### config.mk
export PLATFORM = sky130hd
export DESIGN_NAME = hexdisplay_scan
export DESIGN_NICKNAME = d
export VERILOG_FILES = /design/src/rtl/hexdisplay_scan.sv
export SDC_FILE = /design/constraint.sdc
export NUM_CORES = 1
export LEC_CHECK = 0
export ABC_AREA = 1
export CAP_MARGIN = 10
export CORE_MARGIN = 8
export CORE_UTILIZATION = 60
export DETAILED_ROUTE_END_ITERATION = 6
export HOLD_SLACK_MARGIN = 0.12
export PLACE_DENSITY = 0.84
export SKIP_CTS_REPAIR_TIMING = 1
export SLEW_MARGIN = 20
export SYNTH_ARGS = -nofsm -noshare
export SYNTH_HDL_FRONTEND = slang
export SYNTH_SLANG_ARGS = --single-unit
### constraint.sdc
create_clock -name clk -period 3.97 [get_ports clk]
set_clock_uncertainty 0.2 [all_clocks]
set_input_delay 0.794 -clock clk [delete_from_list [all_inputs] [get_ports clk]]
set_output_delay 0.794 -clock clk [all_outputs]
set_load 0.01 [all_outputs]
### src/rtl/hexdisplay_scan.sv
// Multiplexed common-anode 7-segment hex driver with guard interval, PWM dimming,
// leading-zero suppression and a per-frame input snapshot.
module hexdisplay_scan #(
   parameter int DIGITS      = 4,
   parameter int SLOT_CYCLES = 524288,
   parameter int GUARD       = 16,
   parameter int BW          = 4
) (
   input  logic                  clk,
   input  logic                  rst,
   input  logic [4*DIGITS-1:0]   value,
   input  logic [DIGITS-1:0]     dp,
   input  logic [DIGITS-1:0]     blank,
   input  logic                  lzs,
   input  logic [BW-1:0]         bright,
   output logic [7:0]            seg,
   output logic [DIGITS-1:0]     an,
   output logic                  frame_tick
);

   localparam int PW = $clog2(SLOT_CYCLES);
   localparam int DW = (DIGITS > 1) ? $clog2(DIGITS) : 1;

   logic [PW-1:0]          pcnt;
   logic [DW-1:0]          dig;
   logic [BW-1:0]          pwm;
   logic                   frame_start;

   logic [4*DIGITS-1:0]    value_s;
   logic [DIGITS-1:0]      dp_s;
   logic [DIGITS-1:0]      blank_s;
   logic                   lzs_s;
   logic [BW-1:0]          bright_s;

   logic [3:0]             nib;
   logic                   dp_cur;
   logic                   blank_cur;
   logic                   hi_nz;
   logic                   supp;
   logic [7:0]             seg_p0;
   logic [DIGITS-1:0]      an_p0;

   function automatic logic [6:0] hex_glyph(input logic [3:0] n);
      case (n)
         4'h0: hex_glyph = 7'h40;
         4'h1: hex_glyph = 7'h79;
         4'h2: hex_glyph = 7'h24;
         4'h3: hex_glyph = 7'h30;
         4'h4: hex_glyph = 7'h19;
         4'h5: hex_glyph = 7'h12;
         4'h6: hex_glyph = 7'h02;
         4'h7: hex_glyph = 7'h78;
         4'h8: hex_glyph = 7'h00;
         4'h9: hex_glyph = 7'h10;
         4'ha: hex_glyph = 7'h08;
         4'hb: hex_glyph = 7'h03;
         4'hc: hex_glyph = 7'h46;
         4'hd: hex_glyph = 7'h21;
         4'he: hex_glyph = 7'h06;
         default: hex_glyph = 7'h0E;
      endcase
   endfunction

   assign frame_start = (pcnt == '0) && (dig == '0);

   always_ff @(posedge clk) begin
      if (rst) begin
         pcnt <= '0;
         dig  <= '0;
         pwm  <= '0;
      end else begin
         pwm <= pwm + BW'(1);
         if (pcnt == PW'(SLOT_CYCLES - 1)) begin
            pcnt <= '0;
            dig  <= (dig == DW'(DIGITS - 1)) ? '0 : dig + DW'(1);
         end else begin
            pcnt <= pcnt + PW'(1);
         end
      end
   end

   // Snapshot is taken only at frame start so a frame is never torn by input changes.
   always_ff @(posedge clk) begin
      if (rst) begin
         value_s  <= '0;
         dp_s     <= '0;
         blank_s  <= '1;
         lzs_s    <= 1'b0;
         bright_s <= '0;
      end else if (frame_start) begin
         value_s  <= value;
         dp_s     <= dp;
         blank_s  <= blank;
         lzs_s    <= lzs;
         bright_s <= bright;
      end
   end

   always_comb begin
      nib       = 4'h0;
      dp_cur    = 1'b0;
      blank_cur = 1'b1;
      hi_nz     = 1'b0;
      for (int i = 0; i < DIGITS; i++) begin
         if (dig == DW'(i)) begin
            nib       = value_s[4*i +: 4];
            dp_cur    = dp_s[i];
            blank_cur = blank_s[i];
         end
         if (i >= int'(dig) && value_s[4*i +: 4] != 4'h0)
            hi_nz = 1'b1;
      end
      supp = lzs_s && (dig != '0) && !hi_nz;
   end

   // p0: decode current slot into next seg/an; a suppressed digit keeps its anode only for dp.
   always_comb begin
      seg_p0 = 8'hFF;
      an_p0  = '1;
      if (pcnt >= PW'(GUARD) && pwm <= bright_s && !blank_cur && !(supp && !dp_cur)) begin
         an_p0  = ~(DIGITS'(1) << dig);
         seg_p0 = {~dp_cur, supp ? 7'h7F : hex_glyph(nib)};
      end
   end

   // p1: registered pin outputs
   always_ff @(posedge clk) begin
      if (rst) begin
         seg        <= 8'hFF;
         an         <= '1;
         frame_tick <= 1'b0;
      end else begin
         seg        <= seg_p0;
         an         <= an_p0;
         frame_tick <= frame_start;
      end
   end

endmodule

==> key figures <==
Run status
  – Outcome: finished clean

Synthesis
  – Top cell type by total area after synthesis: dfxtp_1
  – Synthesized area per cell: 7.21 um2
  – Net count after synthesis: 527
  – Number of flip-flops and latches in the synthesized netlist: 67
  – Count of different cell masters after synthesis: 31
  – Yosys warning count: 0
  – Portion of synthesized cell area occupied by the leading cell type: 38.9%
  – Cell area after technology mapping: 3450 um2
  – Portion of the post-synthesis area used by sequential elements: 38.9%
  – Post-synthesis instance total: 478
  – Synth area leaders: dfxtp_1 (39%), nand2_1 (10%), a21oi_1 (6.8%)

CTS
  – Clock Latency Late Sink: 350 ps
  – Number of clock buffers inserted by TritonCTS: 9
  – Clock-pin slew on the worst setup and hold paths: 70 ps
  – Total number of H-tree levels: 3
  – Clock root buffer master: clkbuf_8
  – Clock Path Buffers: 2
  – Sinks on the clock net: 67
  – Clock tree from TritonCTS: built

Critical path
  – Kind of cell adding the most delay to the critical path: simple AND/OR/NAND/NOR gates
  – Start-to-end type of the worst setup path: reg2reg
  – Startpoint type of the worst setup path: flip-flop
  – Data arrival, critical path: 2610 ps
  – Slowest cell delay on critical path: 430 ps
  – Sort of element at the end of the critical path: flip-flop
  – Maximum fanout along the worst path: 9
  – Most numerous cell on the critical path: nand2_1
  – R2R cell count: 10
  – Start point of the critical path: dig[0]$_SDFFE_PP0P_
  – Slowest-stage cell, CP: dfxtp_1
  – Setup slack on the worst flop-to-flop path: 1390 ps
  – Reg-to-reg critical path startpoint: dig[0]$_SDFFE_PP0P_
  – Worst Path Required: 4010 ps
  – Buffering stage count on the worst path with inverters included: 2
  – Critical path cell sequence: ha_1 > inv_1 > or2_2 > nand2_1 > inv_1 > ha_1 > nand3_1 > nand3_1 > nand2_1 > nand2_1
  – Terminus of the critical flop-to-flop path: seg[5]$_SDFF_PP1_

STA
  – Total negative slack for setup checks: 0 ps
  – Final min period: 2580 ps
  – Unrepaired setup endpoints after global routing: false
  – Maximum operating frequency: 0.388 GHz
  – Portion of the clock cycle consumed by the worst path in the final layout: 64.9%
  – Final count of hold timing violations: 0
  – Final-report setup violation count: 0
  – Least-Margin Pin Slew: 616 ps
  – Post-layout worst setup margin: 1390 ps
  – Number of pins with negative max-slew slack in the final report: 0
  – Relative max-transition margin: 58.8%

Worst hold path
  – Worst hold path class: reg2reg
  – Worst Hold Launch: pwm[0]$_SDFF_PP0_
  – Worst hold path stage count: 1
  – Endpoint, Worst Hold: pwm[0]$_SDFF_PP0_

Final layout
  – Antenna fix cells: 0
  – Final std cell area, no fill: 4050 um2
  – Final Net Count: 568
  – Most common library cell in the layout ignoring fill and taps: nand2_1
  – Footprint of the multi-input gates: 1810 um2
  – Core utilization of the finished layout: 73.2%
  – Flip-flop and latch area: 1340 um2
  – Share of post-route cells with drive strength above 1: 8.03%
  – Area growth from synthesis to layout: 17.6%
  – Most frequent cells in the layout: nand2_1 (95), dfxtp_1 (67), nor2_1 (60)
  – Number of standard cells in the layout, taps in and fillers out: 595
  – Filler instances: 436

Floorplan
  – Placeable Area: 5540 um2
  – Initial core utilization: 62.2%
  – Ports: 44
  – Core Rows: 27
  – Die ar.: 8420 um2
  – Width of the chip: 91.8 um
  – Chip Height: 91.8 um

Drt
  – Post-DR vias/cell: 5.42
  – Number of detailed-routing iterations run before antenna repair: 5
  – Number of DRC violations after detailed routing: 0
  – Aggregate routed wire length: 8130 um
  – Routed length per placed instance: 13.7 um
  – Post-detailed-route count of antenna-violating nets: 0
  – Detailed-route via count: 3,227
  – Number of violations reported at the end of detailed-routing iteration 0: 204

GRT
  – Number of antenna violations at the first check in global routing: 0
  – GR Overflow Total: 0
  – Pin count of the biggest net entering global routing: 35
  – Number of global-route vias before repair: 3,118
  – First-pass GRT wire length: 14,000 um
  – Gr usage total: 19.9%

Placed design
  – DPL Wire Length: 5800 um
  – Number of instances in the placed design: 580
  – Number of buffers added on ports: 43
  – Placed Instance Area: 3870 um2
  – Placement-stage worst setup slack: 1380 ps
  – Final Wtd Congestion: 0.903

Power and ir drop
  – Static Leakage: 1.74 nW
  – Worst-case vdd ir drop: 0.251 mV
  – Power density over the cells: 375 nW/um2

Flow run
  – Number of maximum-capacitance violations: 0
## final cells by class
class                      count  area share (%)
multi-input combinational    347            44.8
clock inverter                 2           0.247
clock buffer                  13            4.17
tap                           72            2.22
sequential                    67            33.1
timing repair buffer          45            11.0
inverter                      49            4.54
## flip-flops by register name, summed over array words and instances, names as in the netlist
signal      count
dp_s            4
value_s        16
an              4
seg             8
blank_s         4
bright_s        4
frame_tick      1
pwm             4
lzs_s           1
pcnt           19
dig             2
## cells in the mapped netlist, drive strengths merged
cell type / count
inv: 49
o21ai: 34
xnor2: 2
and3: 1
nand4: 5
a21oi: 49
nand3b: 3
xor2: 5
o211ai: 1
nor3: 6
nand2: 99
buf: 13
dfxtp: 67
nor2: 74
ha: 18
o21bai: 1
nand3: 46
or2: 3
clkbuf: 2
## power breakdown
part / leakage, nW / switching [mW] / internal, mW
clock: 0.0953 / 0.253 / 0.273
sequential: 0.549 / 0.0295 / 0.714
combinational: 1.10 / 0.145 / 0.105
total: 1.74 / 0.427 / 1.09
## cell families after synthesis
group,count (synthesis),share of synthesized area (%)
AO/OA/AOI/OAI,85,12.7
XOR/XNOR,7,1.78
adder cells (fa/ha/maj),18,6.54
buffers and inverters,64,8.42
flip-flops,67,38.9
AND/OR/NAND/NOR,237,31.6
## metrics by stage
stage               power (mW)  hold slack [ps]
floorplan                0.933              230
global placement         0.993              247
detailed placement        1.00              270
CTS                       1.52              283
global route              1.59              310
finish                    1.52              276
## worst register-to-register path: cells and delay by family (launching register included)
family	cells	cell delay, ps
and+or+nand+nor	6	860
DFF	1	430
adders and majority gates	2	650
buffers and inverters	2	330
## per-layer routing
layer  up-vias  track usage, %  wire (um)
li1       1631               -          -
met1      1483            24.0       3690
met2        99            33.1       3790
met3        14            3.99        467
met4         0            9.66        177
met5         -               0          0
## worst max path at each step
stage | end | cells after the start | slack (ps)
after global placement | seg[1]$_SDFF_PP1_ | 7 | 1410
after CTS | seg[5]$_SDFF_PP1_ | 10 | 1430
after floorplan | seg[5]$_SDFF_PP1_ | 11 | 1850
after detailed placement | seg[1]$_SDFF_PP1_ | 7 | 1380
after global routing | seg[5]$_SDFF_PP1_ | 10 | 1180
final | seg[5]$_SDFF_PP1_ | 10 | 1390
(Power assumes the default switching activity.)
